`config.mk`:
```
export PLATFORM = sky130hd
export DESIGN_NAME = if_fetch_unit
export DESIGN_NICKNAME = d
export VERILOG_FILES = /design/src/rtl/if_fetch_unit.sv
export SDC_FILE = /design/constraint.sdc
export NUM_CORES = 1
export LEC_CHECK = 0
export BUFFER_PORTS_ARGS = -buffer_cell sky130_fd_sc_hd__buf_2
export CAP_MARGIN = 30
export CORE_UTILIZATION = 38
export CTS_CLUSTER_SIZE = 24
export DETAILED_ROUTE_END_ITERATION = 6
export PLACE_DENSITY_LB_ADDON = 0.2
export SYNTH_ARGS = -nofsm -noshare
export SYNTH_HDL_FRONTEND = slang
export SYNTH_SLANG_ARGS = --single-unit
```
`constraint.sdc`:
```
create_clock -name clk -period 2.1 [get_ports clk]
set_input_delay 0.21 -clock clk [delete_from_list [all_inputs] [get_ports clk]]
set_output_delay 0.21 -clock clk [all_outputs]
set_load 0.005 [all_outputs]
```
`src/rtl/if_fetch_unit.sv`:
```
// IF-stage fetch unit: owns the fetch PC, picks the next PC and drives the
// IF/ID register inputs (PC, instr, ExcCode, BDIn) from a synchronous IM.
module if_fetch_unit #(
    parameter logic [31:0] PC_RESET  = 32'h0000_3000,
    parameter logic [31:0] EXC_ENTRY = 32'h0000_4180,
    parameter logic [31:0] IM_LO     = 32'h0000_3000,
    parameter logic [31:0] IM_HI     = 32'h0000_6FFC
) (
    input  logic        clk,
    input  logic        reset,
    input  logic        EN,
    input  logic        Req,
    input  logic        ID_EXLClr,
    input  logic [31:0] EPCOut,
    input  logic        br_taken,
    input  logic [31:0] br_target,
    input  logic        jump_d,
    output logic [31:0] i_addr,
    input  logic [31:0] i_rdata,
    output logic [31:0] PC,
    output logic [31:0] instr,
    output logic [4:0]  ExcCode,
    output logic        BDIn
);

    localparam logic [4:0] EXC_NONE = 5'd0;
    localparam logic [4:0] EXC_ADEL = 5'd4;

    logic [31:0] pc_reg;
    logic [31:0] pc_next;
    logic        bd_reg;
    logic        bd_next;
    logic        first_reg;
    logic        fetch_fault;

    // Exception entry and eret beat a stall; a stalled D re-presents its branch.
    always_comb begin
        pc_next = pc_reg + 32'd4;
        if (Req) begin
            pc_next = EXC_ENTRY;
        end else if (ID_EXLClr) begin
            pc_next = EPCOut;
        end else if (!EN) begin
            pc_next = pc_reg;
        end else if (br_taken) begin
            pc_next = br_target;
        end
    end

    always_comb begin
        bd_next = bd_reg;
        if (Req || ID_EXLClr) begin
            bd_next = 1'b0;
        end else if (EN) begin
            bd_next = jump_d;
        end
    end

    always_ff @(posedge clk or negedge reset) begin
        if (!reset) begin
            pc_reg    <= PC_RESET;
            bd_reg    <= 1'b0;
            first_reg <= 1'b1;
        end else begin
            pc_reg    <= pc_next;
            bd_reg    <= bd_next;
            first_reg <= 1'b0;
        end
    end

    // The IM is still addressed on a bad PC; only its returned data is dropped.
    assign fetch_fault = (pc_reg[1:0] != 2'b00) || (pc_reg < IM_LO) || (pc_reg > IM_HI);

    assign i_addr  = pc_next;
    assign PC      = pc_reg;
    assign ExcCode = fetch_fault ? EXC_ADEL : EXC_NONE;
    assign instr   = (fetch_fault || first_reg) ? 32'h0 : i_rdata;
    assign BDIn    = bd_reg;

endmodule
```
==> flow_metrics.env, run 1 <==
export IMPL_status="finished with violations"
export IMPL_violations="setup timing"
export IMPL_num_io_pins=205
export IMPL_htreeDepth=2
export IMPL_ant_nets=0
export IMPL_largest_register_ffs=32
export IMPL_areaGrowthSynthToFinish_pct=90.20
export IMPL_dp_slack_ns=-0.07385
export IMPL_drive_gt1_share_pct=63.33
export IMPL_crit_path_start_kind="flop"
export IMPL_slew_viol_final=0
export IMPL_overflow=0
export IMPL_grt_max_degree=35
export IMPL_track_usage_pct=31.51
export IMPL_synth_edf_count=0
export IMPL_timing_hold_ws_ns=0.004670
export IMPL_dieHeight_um=88.55
export IMPL_dp_cells=705
export IMPL_syn_area_um2=2846
export IMPL_clk_latency_ns=0.30
export IMPL_initial_core_util_pct=39.24
export IMPL_slew_headroom_pct=43.77
export IMPL_synth_top_cell_area_share_pct=27.25
export IMPL_cts_tree="done"
export IMPL_period_needed_ns=2.479
export IMPL_wl_per_cell_um=19.16
export IMPL_die_w_um=88.55
export IMPL_cts_root_buf="clkbuf_8"
export IMPL_fin_total_pwr_mw=2.064
export IMPL_post_synth_cell_area_avg_um2=7.714
export IMPL_finClkSkew_ns=0.004209
export IMPL_dr_pass1_iters=5
export IMPL_layout_cells_non_filler=748
export IMPL_hpwlAfterDp_um=9289
export IMPL_io_buffers=200
export IMPL_worstSetupEndpointType="primary output"
export IMPL_gp_congestion=0.8963
export IMPL_wirelength_um=14330
export IMPL_postSynthCellCount=369
export IMPL_grt_pass1_vias=3781
export IMPL_yosysTopAreaCell="dfrtp_1"
export IMPL_grt_antenna_before_repair=0
export IMPL_finalCritPeriodShare_pct=118.0
export IMPL_hold_violations=0
export IMPL_yosysUniqueCellTypes=55
export IMPL_post_dp_cell_area_um2=4362
export IMPL_finalSetupTns_ns=-12.41
export IMPL_die_area_um2=7841
export IMPL_synth_area_leaders="dfrtp_1, and2_1, a21oi_1"
export IMPL_max_freq_mhz=403.5
export IMPL_critical_path_required_ns=1.89
export IMPL_dr_first_iter_drc_count=468
export IMPL_diodes=0
export IMPL_final_cell_area_um2=5414
export IMPL_synth_seq_area_share_pct=30.02
export IMPL_drcViolationCount=0
export IMPL_numCtsBuffers=5
export IMPL_grt_pass1_wl_um=18800
export IMPL_cp_max_fo=2
export IMPL_finalWorstSetupSlack_ns=-0.3786
export IMPL_synth_seq_cells=34
export IMPL_synthFlopType="dfrtp_1"
export IMPL_leakagePower_nw=2.667
export IMPL_cts_sinks=34
export IMPL_tightest_slew_ns=0.8435
export IMPL_irDropWorstVdd_mv=0.3013
export IMPL_fp_row_count=31
export IMPL_rsz0062_at_grt="true"
export IMPL_vias_per_cell=5.763
export IMPL_worstSetupPathType="flop to primary output"
export IMPL_critical_path_arrival_ns=2.27
export IMPL_p_per_area_nw_per_um2=381.3
export IMPL_layout_nets=752
export IMPL_dr_total_vias=4311
export IMPL_setup_viol=56
export IMPL_fin_util_pct=74.64
export IMPL_max_cap_viol_count=0
export IMPL_cts_path_max_buffers=2
export IMPL_ys_warn_count=0
export IMPL_core_area_um2=7253
export IMPL_synthTopCellsByCount="and2_1, nand2_1, dfrtp_1, nor2_1, a21oi_1"
export IMPL_post_synth_top_count_cell="and2_1"
export IMPL_worstHoldPathType="input pin to asynchronous set/reset pin"
export IMPL_path_clk_slew_ns=0.08
export IMPL_async_reset_ff_share_pct=100.0
layout make-up:
class / count / area, um2
Tap cell: 99 / 123.9
Clock inverter: 1 / 5.005
Sequential cell: 34 / 863.3
Fill cell: 541 / 1839
Inverter: 10 / 37.54
Timing Repair Buffer: 298 / 1983
Clock buffer: 7 / 86.33
Multi-Input combinational cell: 299 / 2315
power by group:
part	internal, mW	switching (mW)	total, mW
logic	0.368	0.398	0.767
registers	0.705	0.0571	0.763
clock network	0.265	0.270	0.535
metal layers:
layer	GRT usage, %	vias up	wire, um	part of all wire [%]
met3	4.944	40	1239	8.6
met4	9.971	0	354	2.5
met1	41.92	2039	5558	39
li1	-	1935	-	-
met2	52.52	297	7177	50
met5	0	-	0	0
kinds of logic after synthesis:
kind of cell             synth area share (%)
AO/OA/AOI/OAI                           26.07
XOR/XNOR                               0.6155
adder cells (fa/ha/maj)                0.4395
buffers and inverters                   5.934
flip-flops                              30.02
multiplexers                            2.813
other                                  0.1317
AND/OR/NAND/NOR                         33.98
critical path, stage by stage (launching register included):
cell	delay, ns
dfrtp_2	0.39
ha_4	0.15
nand3_4	0.07
or2_4	0.25
or3_4	0.33
or4_4	0.43
a31oi_4	0.20
buf_2	0.14
path summary, 6_finish.rpt:
kind	startpoint	slack, ns	to	cells after the start
worst max-delay path	PC[2]	-0.38	i_addr[16]	7
max in group asynchronous	reset	1.50	PC[5]	1
worst max register to register	PC[2]	0.07	PC[8]	12
worst min-delay path	reset	0.005	PC[15]	1
min in group clk	jump_d	0.16	BDIn	3
worst min register to register	BDIn	0.54	BDIn	2
layout by cell type, fill, tap and decap left out, drive strengths merged, types with 5 or more instances in the layout:
cell type,instances
a21oi,29
a221oi,13
a31oi,7
and2,36
buf,298
clkbuf,7
conb,5
dfrtp,31
inv,8
mux2i,8
nand2,32
nand3,15
nand4,13
nor2,31
nor2b,8
nor3,11
nor4,9
o211ai,5
o21ai,17
timing repair:
| action | 4_1_cts | 5_1_grt |
|---|---|---|
| gates resized for setup | 59 | 102 |
| hold buffers | 0 | 0 |
| endpoints found under the setup margin | 56 | 62 |
| cloned | 3 | 0 |
| pin swaps | 29 | 54 |
| setup buffers | 22 | 12 |
No activity file was read; power rests on OpenSTA's default activity.
==> run 2: changes to the inputs <==
- ABC_AREA: unset -> 1
- CORE_UTILIZATION: 38 -> 40
- TNS_END_PERCENT: unset -> 50
==> run 2 against run 1 <==
Net effect:
- the flow still finishes with violations (setup timing)
- worst setup slack better by 0.24 ns
- final area shrank 4.6%
- synthesized cell count up 47%
- combinational power fell by 11%
- global-route usage shrank 3.4 points
- wire length decreased by 15%
- total power grew 1.5%
- critical path type unchanged
- clock-buffer cell count stayed put
- fmax up 11%
- clock power rose by 23%
==> flow_metrics.env, run 2 <==
export IMPL_grt_util_met2_pct=50.87
export IMPL_dr_total_vias=4285
export IMPL_status="finished with violations"
export IMPL_synth_area_leaders="dfrtp_1, nand2_1, inv_1"
export IMPL_worstSetupPathType="flop to primary output"
export IMPL_critPathSlowestCell="dfrtp_2"
export IMPL_finalWorstSetupSlack_ns=-0.1340
export IMPL_dieHeight_um=91.94
export IMPL_violations="setup timing"
export IMPL_syn_area_um2=3236
export IMPL_die_area_um2=8453
export IMPL_worstSetupEndpointType="primary output"
export IMPL_post_synth_cell_area_avg_um2=5.948
export IMPL_dr_first_iter_drc_count=180
export IMPL_met1_usage_pct=34.96
export IMPL_timing_hold_ws_ns=0.02078
export IMPL_cts_tree="done"
export IMPL_path_buf_inv=4
export IMPL_clk_latency_ns=0.29
export IMPL_period_needed_ns=2.234
export IMPL_gp_congestion=0.9097
export IMPL_worstHoldPathType="input pin to asynchronous set/reset pin"
export IMPL_max_freq_mhz=447.6
export IMPL_path_common_cell="nor2_2"
export IMPL_top_usage_layer="met2"
export IMPL_wl_per_cell_um=13.86
export IMPL_cts_sinks=34
export IMPL_numCtsBuffers=5
export IMPL_ant_nets=0
export IMPL_grt_max_degree=37
export IMPL_post_dp_cell_area_um2=4424
export IMPL_fin_util_pct=66.51
export IMPL_synthTopCellsByCount="nand2_1, inv_1, nor2_1, nand3_1, a21oi_1"
export IMPL_num_io_pins=205
export IMPL_synth_seq_cells=34
export IMPL_async_reset_ff_share_pct=100.0
export IMPL_synth_seq_area_share_pct=26.41
export IMPL_regToRegStartpoint="PC[13]"
export IMPL_cts_root_buf="clkbuf_8"
export IMPL_critical_path_arrival_ns=2.02
export IMPL_tightest_slew_ns=0.8518
export IMPL_hpwlAfterDp_um=9150
export IMPL_finClkSkew_ns=0.01095
export IMPL_rrSetupSlack_ns=0.42
export IMPL_cp_cell_sequence="inv_2 > nand4_1 > nor2_2 > nand2_1 > nor2_2 > inv_1 > or2_4 > clkbuf_16 > nor2_4 > buf_2"
export IMPL_cp_max_fo=8
export IMPL_fin_total_pwr_mw=2.095
export IMPL_finalCritPeriodShare_pct=106.4
export IMPL_final_cell_mix="buf_2, nand2_1, inv_1, nor2_4, buf_4"
export IMPL_drive_gt1_share_pct=49.04
export IMPL_leakagePower_nw=2.883
export IMPL_areaGrowthSynthToFinish_pct=59.67
export IMPL_core_area_um2=7767
export IMPL_fp_row_count=32
export IMPL_layout_commonest_cell="buf_2"
export IMPL_die_w_um=91.94
export IMPL_hold_violations=0
export IMPL_synth_top_cell_area_share_pct=23.98
export IMPL_wirelength_um=12220
export IMPL_ys_warn_count=0
export IMPL_cpLargestDelayFamily="simple AND/OR/NAND/NOR gates"
export IMPL_initial_core_util_pct=41.66
export IMPL_diodes=0
export IMPL_p_per_area_nw_per_um2=405.5
export IMPL_io_buffers=200
export IMPL_postSynthCellCount=544
export IMPL_largest_register_ffs=32
export IMPL_post_synth_top_count_cell="nand2_1"
export IMPL_track_usage_pct=28.15
export IMPL_yosysUniqueCellTypes=28
export IMPL_vias_per_cell=4.864
export IMPL_grt_pass1_vias=4056
export IMPL_grt_antenna_before_repair=0
export IMPL_synthFlopType="dfrtp_1"
export IMPL_max_cap_viol_count=0
export IMPL_crit_path_start_kind="flop"
export IMPL_slew_viol_final=0
export IMPL_critPathMaxStageDelay_ns=0.41
export IMPL_drcViolationCount=0
export IMPL_slew_headroom_pct=43.21
export IMPL_rr_worst_depth=12
export IMPL_htreeDepth=2
export IMPL_yosysTopAreaCell="dfrtp_1"
export IMPL_fillCellCount=712
export IMPL_rsz0062_at_grt="true"
export IMPL_layout_nets=882
export IMPL_critical_path_required_ns=1.89
export IMPL_path_clk_slew_ns=0.08
export IMPL_irDropWorstVdd_mv=0.2933
export IMPL_setup_viol=37
export IMPL_cts_path_max_buffers=2
export IMPL_synth_edf_count=0
export IMPL_final_cell_area_um2=5166
export IMPL_dr_pass1_iters=4
export IMPL_grt_pass1_wl_um=19020
export IMPL_use_met3_pct=4.312
export IMPL_overflow=0
export IMPL_r2r_end="PC[17]"
[run 2: cell count changes in the layout (fill, tap and decap cells not counted), moves of 15 or more]
cell and change:
nor2_4 +40, nand2_2 +21, nor2_2 +19, buf_4 -42
nand2_1 +131, a21oi_1 +15, buf_6 -41, and2_4 -31
inv_1 +50, buf_2 +31, nand3_1 +32
[run 2: cell type report]
| class | instances | area [um2] | share of cell area, % |
|---|---|---|---|
| clock inverter | 1 | 30.03 | 0.5813 |
| timing repair buffer | 250 | 1461 | 28.29 |
| tap | 102 | 127.6 | 2.470 |
| inverter | 69 | 259.0 | 5.013 |
| multi-input combinational | 418 | 2341 | 45.31 |
| sequential | 34 | 860.8 | 16.66 |
| clock buffer | 7 | 86.33 | 1.671 |
[run 2: what timing repair did]
item	CTS	global route
pin swaps	4	24
hold buffers	0	0
resized for setup	22	104
gates cloned	2	1
setup buffers	9	11
endpoints found under the setup margin	51	57
[run 2: layer usage]
layer / vias up / share of wire (%)
met4: 0 / 1.4
met5: - / 0
met3: 16 / 5.4
met1: 1947 / 43
met2: 167 / 50
li1: 2155 / -
[run 2: report_power, final]
| part | switching [mW] | leakage [nW] | total, mW | internal [mW] |
|---|---|---|---|---|
| Combinational | 0.382 | 2.40 | 0.685 | 0.303 |
| Sequential | 0.0465 | 0.422 | 0.752 | 0.706 |
| Clock | 0.270 | 0.0585 | 0.658 | 0.388 |
[run 2: kinds of logic (layout without fill, tap and decap cells)]
family / after synthesis / count (layout) / share of synthesized area (%)
flip-flops: 34 / 34 / 26.41
adder cells (fa/ha/maj): 1 / 1 / 0.3866
other: 1 / 5 / 0.1159
AND/OR/NAND/NOR: 342 / 342 / 47.91
buffers and inverters: 96 / 327 / 13.34
AO/OA/AOI/OAI: 70 / 70 / 11.83
[run 2: through the flow]
stage,worst slack [ns],cells,TNS [ns]
after global placement,0.06733,850,0
after detailed placement,0.03909,850,0
after global routing,-0.2437,881,-8.448
final,-0.1340,881,-3.430
after CTS,-0.09578,869,-2.765
after floorplan,0.4321,548,0
[run 2: worst max-delay path by stage]
| stage | startpoint | to | slack, ns | depth (start not counted) |
|---|---|---|---|---|
| 6_report | PC[19] | instr[22] | -0.13 | 10 |
| 5_1_grt | PC[16] | instr[4] | -0.24 | 10 |
| 4_1_cts | PC[3] | i_addr[20] | -0.1 | 13 |
| 3_5_place_dp | PC[19] | instr[31] | 0.04 | 10 |
| 3_3_place_gp | PC[19] | instr[31] | 0.07 | 10 |
| 2_1_floorplan | PC[13] | instr[11] | 0.43 | 9 |
[run 2: worst reg2reg max path: stages, from the launching register on]
cell     delay (ns)
dfstp_2        0.59
buf_6          0.13
nand2_4        0.06
nor2_4         0.09
nand2_1        0.06
nor2_1         0.09
buf_4          0.16
nand2_4        0.06
nand2_2        0.05
nand2_1        0.04
nand3_1        0.06
nand2_1        0.07
buf_4          0.13
==> run 3: changes to the inputs <==
- CORE_UTILIZATION: 40 -> 45
- CTS_BUF_LIST: unset -> sky130_fd_sc_hd__clkbuf_8
- clock period: 2.1 -> 2.3 ns (I/O delays scaled with it)
==> run 3 against run 2 <==
Net effect:
- the run now ends clean
- final area down 9.2%
- sequential power is 6.2% lower
- combinational power decreased by 24%
- sequential share of layout area is 1.7 points higher
- register-to-register slack better by 0.26 ns
- largest cell class unchanged
==> flow_metrics.env, run 3 (same netlist as run 2, synthesis figures left out) <==
export IMPL_dp_cells=828
export IMPL_grt_pass1_vias=3735
export IMPL_overflow=0
export IMPL_final_cell_mix="buf_2, nand2_1, inv_1, nand3_1, nor2_1"
export IMPL_layout_cells_non_filler=844
export IMPL_hpwlAfterDp_um=8777
export IMPL_die_area_um2=7533
export IMPL_io_buffers=200
export IMPL_slew_viol_final=0
export IMPL_layout_nets=851
export IMPL_finalWorstSetupSlack_ns=0.08721
export IMPL_leakagePower_nw=2.606
export IMPL_wl_per_cell_um=13.76
export IMPL_timing_hold_ws_ns=0.02390
export IMPL_numCtsBuffers=5
export IMPL_path_clk_slew_ns=0.08
export IMPL_fin_total_pwr_mw=1.790
export IMPL_dr_pass1_iters=4
export IMPL_max_freq_mhz=451.9
export IMPL_cts_hold_buf=0
export IMPL_post_dp_cell_area_um2=4297
export IMPL_grt_antenna_before_repair=0
export IMPL_final_cell_area_um2=4693
export IMPL_critical_path_required_ns=2.07
export IMPL_status="finished, final reports clean"
export IMPL_ant_nets=0
export IMPL_vias_per_cell=4.910
export IMPL_hold_violations=0
export IMPL_num_io_pins=205
export IMPL_rsz0062_at_grt="true"
export IMPL_diodes=0
export IMPL_dp_slack_ns=0.2997
export IMPL_gp_congestion=0.9304
export IMPL_initial_core_util_pct=47.10
export IMPL_cts_path_max_buffers=2
export IMPL_critical_path_arrival_ns=1.98
export IMPL_drcViolationCount=0
export IMPL_slew_headroom_pct=45.23
export IMPL_finalSetupTns_ns=0
export IMPL_clk_latency_ns=0.29
export IMPL_grt_max_degree=35
export IMPL_tightest_slew_ns=0.8215
export IMPL_dieHeight_um=86.80
export IMPL_grt_pass1_wl_um=17200
export IMPL_die_w_um=86.80
export IMPL_max_cap_viol_count=0
export IMPL_period_needed_ns=2.213
export IMPL_fin_util_pct=68.32
export IMPL_finClkSkew_ns=0.008886
export IMPL_cts_tree="done"
export IMPL_track_usage_pct=28.93
export IMPL_finalCritPeriodShare_pct=96.21
export IMPL_htreeDepth=2
export IMPL_setup_viol=0
export IMPL_wirelength_um=11620
export IMPL_cts_sinks=34
export IMPL_worstSetupPathType="flop to primary output"
export IMPL_core_area_um2=6869
export IMPL_dr_first_iter_drc_count=204
export IMPL_worstSetupEndpointType="primary output"
export IMPL_areaGrowthSynthToFinish_pct=45.05
export IMPL_crit_path_start_kind="flop"
export IMPL_largest_register_ffs=32
export IMPL_cp_max_fo=8
export IMPL_drive_gt1_share_pct=40.78
export IMPL_layout_commonest_cell="buf_2"
export IMPL_fp_row_count=30
export IMPL_cts_root_buf="clkbuf_8"
export IMPL_p_per_area_nw_per_um2=381.3
export IMPL_worstHoldPathType="input pin to asynchronous set/reset pin"
export IMPL_dr_total_vias=4144
export IMPL_irDropWorstVdd_mv=0.2270
run 3: changes by cell type in the layout (fill, tap and decap cells not counted), moves of 8 or more:
cell and delta:
nor2_2 -8, nand2_2 -13, nand2_1 +20, nor2_4 -8, nor2_1 +16, buf_4 -27
run 3: repair_timing:
action                                  in CTS  in global routing
pin swaps                                    0                  4
cloned                                       0                  3
endpoints found under the setup margin       8                 50
buffers inserted                             0                  5
resized for setup                            4                 53
run 3: routing by layer:
metal  up-vias  track usage, %  routed length [um]
met5         -               0                   0
li1       2094               -                   -
met4         0           6.970                 212
met1      1860           37.57                5091
met2       169           50.61                5676
met3        21           3.905                 636
run 3: worst paths after layout:
path | endpoint | slack (ns) | cells past startpoint | startpoint
max reg2reg | PC[20] | 0.68 | 10 | PC[12]
min in group clk | PC[12] | 0.15 | 3 | EPCOut[12]
min reg2reg | BDIn | 0.57 | 2 | BDIn
min | PC[11] | 0.02 | 1 | reset
max | instr[14] | 0.09 | 10 | PC[20]
max in group asynchronous | PC[26] | 1.70 | 1 | reset
run 3: layout make-up:
class | instances | area, um2
clock buffers | 5 | 68.82
repair buffers | 219 | 1220
fillers | 629 | 2176
well taps | 96 | 120.1
clock inverters | 3 | 40.04
flip-flops and latches | 34 | 860.8
multi-input cells | 418 | 2125
inverters | 69 | 259.0
run 3: power breakdown:
part | switching (mW) | internal [mW]
Clock | 0.248 | 0.319
Combinational | 0.292 | 0.226
Sequential | 0.0602 | 0.645
Total | 0.600 | 1.19
run 3: critical path, cell delays in order, from the launching register on:
cell       delay (ns)
dfrtp_1          0.44
inv_2            0.10
nand4_1          0.11
nor2_2           0.12
nand2_1          0.09
nor2_1           0.11
inv_1            0.06
or2_4            0.27
clkbuf_16        0.19
nor2_4           0.08
buf_2            0.12
